<file path="src/rtl/sent_rx_frame_ctrl.sv">
// SENT receive frame controller: buffers fast-channel words per frame, commits or
// discards them on the CRC verdict, holds slow messages, tracks errors and timeouts.
module sent_rx_frame_ctrl #(
  parameter int unsigned TIMEOUT_CYC = 4096,
  parameter int unsigned DEPTH       = 4
) (
  input  logic        clk_rx,
  input  logic        reset_n_rx,
  input  logic        start_i,
  input  logic        wr_en_i,
  input  logic [11:0] wr_data_i,
  input  logic [2:0]  done_pre_data_i,
  input  logic        crc_valid_i,
  input  logic        crc_ok_i,
  input  logic [7:0]  slow_id_i,
  input  logic [15:0] slow_data_i,
  output logic        fast_valid_o,
  output logic [11:0] fast_data_o,
  input  logic        fast_ready_i,
  output logic        slow_valid_o,
  output logic [7:0]  slow_id_o,
  output logic [15:0] slow_data_o,
  input  logic        slow_ready_i,
  output logic [7:0]  crc_err_cnt_o,
  output logic [7:0]  timeout_cnt_o,
  output logic        overflow_o,
  output logic        slow_lost_o,
  input  logic        clr_i,
  output logic [1:0]  state_o
);

  localparam int unsigned DW   = 12;
  localparam int unsigned IDW  = 8;
  localparam int unsigned SDW  = 16;
  localparam int unsigned CNTW = 8;
  localparam int unsigned AW   = (DEPTH > 1) ? $clog2(DEPTH) : 1;
  localparam int unsigned PW   = AW + 1;
  localparam int unsigned CW   = $clog2(TIMEOUT_CYC + 1);

  typedef enum logic [1:0] {
    ST_IDLE = 2'b00,
    ST_RX   = 2'b01,
    ST_WAIT = 2'b10
  } state_t;

  state_t            r_state;
  state_t            w_next_state;

  logic [DW-1:0]     r_mem [DEPTH];
  logic [PW-1:0]     r_wr_ptr;
  logic [PW-1:0]     r_cm_ptr;
  logic [PW-1:0]     r_rd_ptr;
  logic              r_bad;
  logic              r_kind_slow;
  logic [IDW-1:0]    r_lat_id;
  logic [SDW-1:0]    r_lat_data;
  logic              r_slow_valid;
  logic [IDW-1:0]    r_slow_id;
  logic [SDW-1:0]    r_slow_data;
  logic [CNTW-1:0]   r_crc_err_cnt;
  logic [CNTW-1:0]   r_timeout_cnt;
  logic              r_overflow;
  logic              r_slow_lost;
  logic [CW-1:0]     r_idle_cnt;

  logic [PW-1:0]     w_total;
  logic              w_full;
  logic              w_fast_valid;
  logic              w_pop;
  logic              w_activity;
  logic              w_idle_hit;
  logic              w_wr_req;
  logic              w_do_write;
  logic              w_ovf_set;
  logic              w_rollback;
  logic              w_commit;
  logic              w_slow_commit;
  logic              w_latch;
  logic              w_crc_err;
  logic              w_timeout;
  logic              w_clr_bad;
  logic              w_lost_set;

  // Occupancy is judged on registered pointers, so a same-cycle pop frees no space yet.
  assign w_total      = r_wr_ptr - r_rd_ptr;
  assign w_full       = (w_total == PW'(DEPTH));
  assign w_fast_valid = (r_cm_ptr != r_rd_ptr);
  assign w_pop        = w_fast_valid & fast_ready_i;
  assign w_activity   = start_i | wr_en_i | (done_pre_data_i != 3'b000) | crc_valid_i;
  assign w_idle_hit   = (r_idle_cnt == CW'(TIMEOUT_CYC - 1));
  assign w_do_write   = w_wr_req & ~w_full;
  assign w_ovf_set    = w_wr_req & w_full;
  assign w_lost_set   = w_slow_commit & r_slow_valid & ~slow_ready_i;

  always_ff @(posedge clk_rx or negedge reset_n_rx) begin
    if (!reset_n_rx) r_state <= ST_IDLE;
    else             r_state <= w_next_state;
  end

  // Next state and per-cycle frame actions.
  always_comb begin
    w_next_state  = r_state;
    w_wr_req      = 1'b0;
    w_rollback    = 1'b0;
    w_commit      = 1'b0;
    w_slow_commit = 1'b0;
    w_latch       = 1'b0;
    w_crc_err     = 1'b0;
    w_timeout     = 1'b0;
    w_clr_bad     = 1'b0;
    case (r_state)
      ST_IDLE: begin
        if (start_i) w_next_state = ST_RX;
      end
      ST_RX: begin
        if (start_i) begin
          w_rollback = 1'b1;
          w_clr_bad  = 1'b1;
        end else begin
          w_wr_req = wr_en_i;
          if (done_pre_data_i != 3'b000) begin
            w_latch      = 1'b1;
            w_next_state = ST_WAIT;
          end
        end
      end
      ST_WAIT: begin
        if (crc_valid_i) begin
          w_clr_bad    = 1'b1;
          w_next_state = ST_RX;
          if (crc_ok_i && !r_bad) begin
            if (r_kind_slow) begin
              w_slow_commit = 1'b1;
              w_rollback    = 1'b1;
            end else begin
              w_commit = 1'b1;
            end
          end else begin
            w_rollback = 1'b1;
            w_crc_err  = ~crc_ok_i;
          end
        end
      end
      default: w_next_state = ST_IDLE;
    endcase
    if ((r_state != ST_IDLE) && !w_activity && w_idle_hit) begin
      w_timeout    = 1'b1;
      w_rollback   = 1'b1;
      w_clr_bad    = 1'b1;
      w_next_state = ST_IDLE;
    end
  end

  // Buffer storage carries no reset; validity comes from the pointers alone.
  always_ff @(posedge clk_rx) begin
    if (w_do_write) r_mem[r_wr_ptr[AW-1:0]] <= wr_data_i;
  end

  always_ff @(posedge clk_rx or negedge reset_n_rx) begin
    if (!reset_n_rx) begin
      r_wr_ptr    <= '0;
      r_cm_ptr    <= '0;
      r_rd_ptr    <= '0;
      r_bad       <= 1'b0;
      r_kind_slow <= 1'b0;
      r_lat_id    <= '0;
      r_lat_data  <= '0;
      r_idle_cnt  <= '0;
    end else begin
      if (w_rollback)      r_wr_ptr <= r_cm_ptr;
      else if (w_do_write) r_wr_ptr <= r_wr_ptr + PW'(1);
      if (w_commit) r_cm_ptr <= r_wr_ptr;
      if (w_pop)    r_rd_ptr <= r_rd_ptr + PW'(1);
      if (w_clr_bad)      r_bad <= 1'b0;
      else if (w_ovf_set) r_bad <= 1'b1;
      if (w_latch) begin
        r_kind_slow <= done_pre_data_i[2];
        if (done_pre_data_i[2]) begin
          r_lat_id   <= slow_id_i;
          r_lat_data <= slow_data_i;
        end
      end
      if ((r_state == ST_IDLE) || w_activity || w_timeout) r_idle_cnt <= '0;
      else                                                 r_idle_cnt <= r_idle_cnt + CW'(1);
    end
  end

  // Slow message holding register: a fresh commit overwrites an unconsumed one.
  always_ff @(posedge clk_rx or negedge reset_n_rx) begin
    if (!reset_n_rx) begin
      r_slow_valid <= 1'b0;
      r_slow_id    <= '0;
      r_slow_data  <= '0;
    end else if (w_slow_commit) begin
      r_slow_valid <= 1'b1;
      r_slow_id    <= r_lat_id;
      r_slow_data  <= r_lat_data;
    end else if (slow_ready_i) begin
      r_slow_valid <= 1'b0;
    end
  end

  // Saturating counters and sticky flags; a same-cycle event beats clr_i.
  always_ff @(posedge clk_rx or negedge reset_n_rx) begin
    if (!reset_n_rx) begin
      r_crc_err_cnt <= '0;
      r_timeout_cnt <= '0;
      r_overflow    <= 1'b0;
      r_slow_lost   <= 1'b0;
    end else begin
      if (w_crc_err) begin
        if (clr_i)                        r_crc_err_cnt <= CNTW'(1);
        else if (r_crc_err_cnt != '1)     r_crc_err_cnt <= r_crc_err_cnt + CNTW'(1);
      end else if (clr_i) begin
        r_crc_err_cnt <= '0;
      end
      if (w_timeout) begin
        if (clr_i)                        r_timeout_cnt <= CNTW'(1);
        else if (r_timeout_cnt != '1)     r_timeout_cnt <= r_timeout_cnt + CNTW'(1);
      end else if (clr_i) begin
        r_timeout_cnt <= '0;
      end
      r_overflow  <= (r_overflow  & ~clr_i) | w_ovf_set;
      r_slow_lost <= (r_slow_lost & ~clr_i) | w_lost_set;
    end
  end

  assign fast_valid_o  = w_fast_valid;
  assign fast_data_o   = w_fast_valid ? r_mem[r_rd_ptr[AW-1:0]] : '0;
  assign slow_valid_o  = r_slow_valid;
  assign slow_id_o     = r_slow_id;
  assign slow_data_o   = r_slow_data;
  assign crc_err_cnt_o = r_crc_err_cnt;
  assign timeout_cnt_o = r_timeout_cnt;
  assign overflow_o    = r_overflow;
  assign slow_lost_o   = r_slow_lost;
  assign state_o       = r_state;

endmodule

</file>
<file path="config.mk">
export PLATFORM = sky130hd
export DESIGN_NAME = sent_rx_frame_ctrl
export DESIGN_NICKNAME = d
export VERILOG_FILES = /design/src/rtl/sent_rx_frame_ctrl.sv
export SDC_FILE = /design/constraint.sdc
export NUM_CORES = 1
export LEC_CHECK = 0
export ABC_AREA = 1
export CAP_MARGIN = 20
export CORE_MARGIN = 5
export CORE_UTILIZATION = 45
export CTS_CLUSTER_DIAMETER = 150
export DETAILED_ROUTE_END_ITERATION = 12
export GPL_TIMING_DRIVEN = 0
export PLACE_DENSITY_LB_ADDON = 0.05
export SYNTH_ARGS = -nofsm -noshare
export SYNTH_HDL_FRONTEND = slang
export SYNTH_SLANG_ARGS = --single-unit
export TNS_END_PERCENT = 1
</file>
<file path="constraint.sdc">
create_clock -name clk_rx -period 3.4 [get_ports clk_rx]
set_input_delay 0.34 -clock clk_rx [delete_from_list [all_inputs] [get_ports clk_rx]]
set_output_delay 0.34 -clock clk_rx [all_outputs]
set_load 0.005 [all_outputs]
</file>
---- Yosys cells after proc, flatten, opt, wreduce, memory -nomap -nowiden ----
Memories as Yosys holds them, arrays and structs flattened.
Index checks and enable logic that the tools add are counted.
word-level totals
  logic and storage cells ................. 119
  output and inout port bits .............. 58
  memories ................................ 1
  bits in registers ....................... 93
  memory bits (read-only) ................. 0
  memory bits (writable) .................. 48
  latch bits .............................. 0
cells by class
  add/sub/neg operators ................... 6
  reduce and logical (&&, ||, !) cells .... 21
  magnitude comparators ................... 0
  bitwise gates (word level) .............. 16
  equal/unequal tests ..................... 11
  shift-type cells ........................ 0
  multiply operators ...................... 0
  multiplexer cells ....................... 48
  divide/modulo/power cells ............... 0
memory list
  name   words  width  read ports  clocked after memory_dff  write ports  RTL line  source
  r_mem  4      12     1           0                         1            49        logic [DW-1:0] r_mem [DEPTH];
operator list
  cell                     number
  $mux W8                  7
  $mux W1                  29
  $add A8 B1 Y8 const B    2
  $ne A8 B8 Y1 const B     2
  $reduce_bool A2 Y1       8
  $add A13 B1 Y13 const B  1
  $eq A13 B12 Y1 const B   1
  $mux W13                 1
  $mux W12                 1
  $ne A3 B3 Y1 const B     4
  $mux W2                  5
  $and A1 B1 Y1            7
  $add A3 B1 Y3 const B    2
  $mux W3                  2
  $pmux W2 S3              1
  $reduce_and A2 Y1        3
  $or A1 B1 Y1             5
  $not A1 Y1               4
  $pmux W1 S2              2
  $reduce_and A4 Y1        1
  $eq A3 B3 Y1 const B     1
  $logic_and A1 B1 Y1      3
  $ne A3 B3 Y1             1
  $reduce_bool A3 Y1       1
  6 further kinds          8

---- Longest topological paths before layout ----
  depth after elaboration ................. 9
  depth in mapped cells ................... 12
  mapped depth without buffers ............ 12

---- Worst setup path after synthesis ----
Ideal clock, no wire load.
  path type ............................... register to register
  start point ............................. register r_rd_ptr[1]
  end point ............................... memory r_mem[0][0], enable pin
  path slack .............................. 1012 ps
  data required time ...................... 3020 ps
  setup time .............................. 380 ps
  stages on the path, launching flop included .. 11
  arrival time ............................ 2008 ps
  cell sequence ........................... dfrtp_1 inv_1 clkbuf_1 ha_1 nand2_1 nand2_1 inv_1 nand2_1 nand3_1 nand2_1 nor2_1
between the ends
  word-level cells in the longest chain between the ends .. 6
ends and longest elaborated chain
  item                           RTL line  source
  from (decl)                    52        logic [PW-1:0] r_rd_ptr;
  from (signal assigned)         173       if (w_pop) r_rd_ptr <= r_rd_ptr + PW'(1);
  $sub A3 B3 Y3                  85        assign w_total = r_wr_ptr - r_rd_ptr;
  $eq A3 B3 Y1                   86        assign w_full = (w_total == PW'(DEPTH));
  $not A1 Y1                     91        assign w_do_write = w_wr_req & ~w_full;
  $and A1 B1 Y1                  91
  $mux W1                        156       if (w_do_write) r_mem[r_wr_ptr[AW-1:0]] <= wr_data_i;
  $mux W1 (not written as such)  156
  to (decl)                      49
No other way between the ends.

---- Worst setup path in the final report ----
  start point ............................. register r_rd_ptr[1]
  end point ............................... memory r_mem[3][1], enable pin
The elaborated chain is that of the path after synthesis.

==> summary.md <==
| Metric | Value |
|---|---|
| Status | `completed` |
| Final Core Density | `around 60%` |
| Post-synth EDFFs | `48` |
| WP data required | `between 3 and 4 ns` |
| Met1 global-route usage | `between 20 and 25%` |
| Die Area | `about 17000 um^2` |
| Final worst slack | `0.523 ns` |
| Final wirelength | `roughly 14000 um` |
| Post-detail-place hpwl | `about 10000 um` |
| Number of post-CTS setup repair buffers | `0` |
| Synth Area per Inst | `between 9 and 10 um^2` |
| Min cycle time layout | `roughly 2.9 ns` |
| Grt met2 use | `between 20 and 30%` |
| Clock sink count | `between 100 and 150` |
| Avg WL per Cell | `14.5 um` |
| Die W | `129 um` |
| Max clock buf depth | `2` |
| Count leader, synth | `nand2_1` |
| Port Buffer Count | `between 100 and 150` |
| Core area | `between 10000 and 15000 um^2` |
| GPL Wtd Cong | `0.796` |
| Cell taking the most area after synthesis | `dfrtp_1` |
| CTS tree | `done` |
| #FFs+latches synth | `roughly 140` |
| DRC | `0` |
| Final ANT Viol Nets | `0` |
| Post-synthesis sequential area ratio | `~59%` |
| Slew @ Worst Pin | `around 0.60 ns` |
| Post-synth top flop | `dfrtp_1` |
| CTS root buffer | `clkbuf_16` |
| Max FO, Critical Path | `10` |
| Synth top area share | `a little under two fifths` |
| First-pass GRT wire length | `between 20000 and 25000 um` |
| Synth Cell Area | `roughly 6300 um^2` |
| Largest net degree at the start of global routing | `roughly 50` |
| Worst setup EP type | `flip-flop` |
| Cell Count, Final, Fillers Out | `986` |
| Hold Violations, Final | `0` |
| FP Rows | `43` |
| Routed vias | `slightly below 5000` |
| Synthesis-to-layout area growth | `30.4%` |
| Max cap viols | `0` |
| Top post-synthesis cells by area | `dfrtp_1 37%, edfxtp_1 23%, nand2_1 6.2%, inv_1 5.1%, nor2_1 5.0%` |
| Final setup viols | `0` |
| Synth top cells by count | `104 x nand2_1, 93 x dfrtp_1, 86 x inv_1` |
| Die Ht | `about 130 um` |
| Overall routing resource usage | `a little under a fifth` |
| Met3 Track Usage GR | `5.89%` |
| Initial core utilization | `a little under half` |
| Total grt overflow | `0` |
| Fin nets | `approximately 860` |
| Post-synth ARST share | `between 60% and 70%` |
| Initial antenna violation count | `0` |
| Yosys cell types | `41` |
| Number of global-route vias before repair | `approximately 5000` |
| Clk Latency, worst-skew pair | `0.42 ns` |
| Tot Pwr | `6.09 mW` |
| Critical Path AT | `about 3.0 ns` |
| Final Instance Area | `~8300 um^2` |
| CTS H-Tree Depth | `4` |
| Final worst-path cycle share | `84.6%` |
| Syn_nets | `just over 700` |
| Cells after Synth | `approximately 660` |
| Detailed Route Iter0 Violations | `between 200 and 250` |
| 1st-pass router iterations | `4` |
| Yosys warning count | `0` |
| Antenna cells | `0` |
| Setup TNS | `0 ns` |
| Inst Count DP | `between 900 and 1000` |
| TritonCTS Buffers | `17` |
| Leak pwr | `~3.6 nW` |
| Setup CP Type | `flip-flop to flip-flop` |
| Final clock skew | `0.00578 ns` |
| Clk slew on worst S/H paths | `around 0.060 ns` |
| Layout cells sized above 1 | `under 10%` |
| Area post-placement | `around 7700 um^2` |
| Fin Hold WS | `0.457 ns` |
| Worst VDD drop | `roughly 0.35 mV` |
| Fmax | `348 MHz` |
| Final Max Tran Viols | `0` |
| GR peak layer | `met2` |
| Via density | `4.94` |
| RSZ-0062 raised after global routing | `false` |
| Pre-CTS WS | `between 0.4 and 0.5 ns` |
| Slew headroom | `between 60% and 70%` |
| Top Ports | `106` |
| Min-Delay Path Class | `flip-flop to flip-flop` |
| CP startpoint kind | `flip-flop` |
| PwrDens | `~740 nW/um^2` |
[kinds of logic after synthesis]
kind of cell	share of synthesized area, %
buffers and inverters	6.99
AO/OA/AOI/OAI	10.2
adder cells (fa/ha/maj)	2.57
flip-flops	59.5
AND/OR/NAND/NOR	19.1
XOR/XNOR	1.66
[flip-flops by register name, summed over array words and instances, names as in the netlist]
name and cells:
r_kind_slow 1, slow_data_o 16, r_mem 48, r_idle_cnt 13, r_cm_ptr 3, r_lat_data 16, state_o 2, r_lat_id 8
r_rd_ptr 3, r_bad 1, slow_id_o 8, r_wr_ptr 3, overflow_o 1, slow_lost_o 1, crc_err_cnt_o 8, slow_valid_o 1
timeout_cnt_o 8
[where the power goes]
group | internal [mW] | switching (mW)
Combinational | 0.966 | 1.02
Sequential | 2.12 | 0.195
Clock | 1.08 | 0.712
[critical path, cell delays in order, from the launching register on]
cell,delay (ns)
dfrtp_1,0.45
inv_1,0.17
clkbuf_1,0.44
ha_1,0.35
nand2_1,0.07
nand2_1,0.06
inv_1,0.05
nand2_1,0.06
nand3_1,0.09
nand2_1,0.17
nor2_1,0.44
buf_6,0.23
[per-layer routing]
layer	part of all wire (%)	routed length, um	up-vias
met3	7.2	1040	17
met4	1.3	191	0
met2	48	6880	115
met5	0	0	-
li1	-	-	2430
met1	43	6200	2313
[final timing paths]
kind | to | cells after the start | from | slack, ns
min | r_idle_cnt[0] | 1 | r_idle_cnt[0] | 0.46
max reg2reg | r_mem[3][1] | 11 | r_rd_ptr[1] | 0.52
max | r_mem[3][1] | 11 | r_rd_ptr[1] | 0.52
min reg2reg | r_idle_cnt[0] | 1 | r_idle_cnt[0] | 0.46
max in group asynchronous | slow_data_o[9] | 3 | reset_n_rx | 2.27
min in group asynchronous | crc_err_cnt_o[5] | 2 | reset_n_rx | 0.47
[area by class of cell]
class / instances / area (um^2)
well taps: 180 / 225
flip-flops and latches: 141 / 3770
inverters: 91 / 344
plain buffers: 21 / 98.8
multi-input cells: 411 / 2130
clock inverters: 13 / 143
clock buffers: 18 / 429
repair buffers: 111 / 1130
fillers: 1195 / 5560
[repair_timing]
item	CTS	global route
gates resized for setup	0	0
hold buffers	1	0
hold endpoints to repair	43	0
[layout by cell type (no fill, tap or decap), types with 2 or more instances in the layout]
cell type,instances
or2_2,2
clkbuf_1,13
xnor2_1,6
nand4_1,9
buf_6,5
inv_2,4
nor2_4,5
o22ai_1,12
o21ai_2,2
o21ai_1,4
inv_6,3
o21ai_0,63
nand2_4,2
clkdlybuf4s50_1,104
inv_1,86
clkinvlp_4,4
a21oi_1,32
clkinv_4,2
nor3b_1,2
nor2_2,3
dfrtp_1,93
clkbuf_16,17
nor2_1,85
nand3_1,34
nand2_1,104
edfxtp_1,48
bufinv_16,2
ha_1,13
nand2_2,6
nor3_1,8
o31ai_1,2
buf_4,2
xor2_1,6
buf_2,6
(Power assumes the default switching activity.)
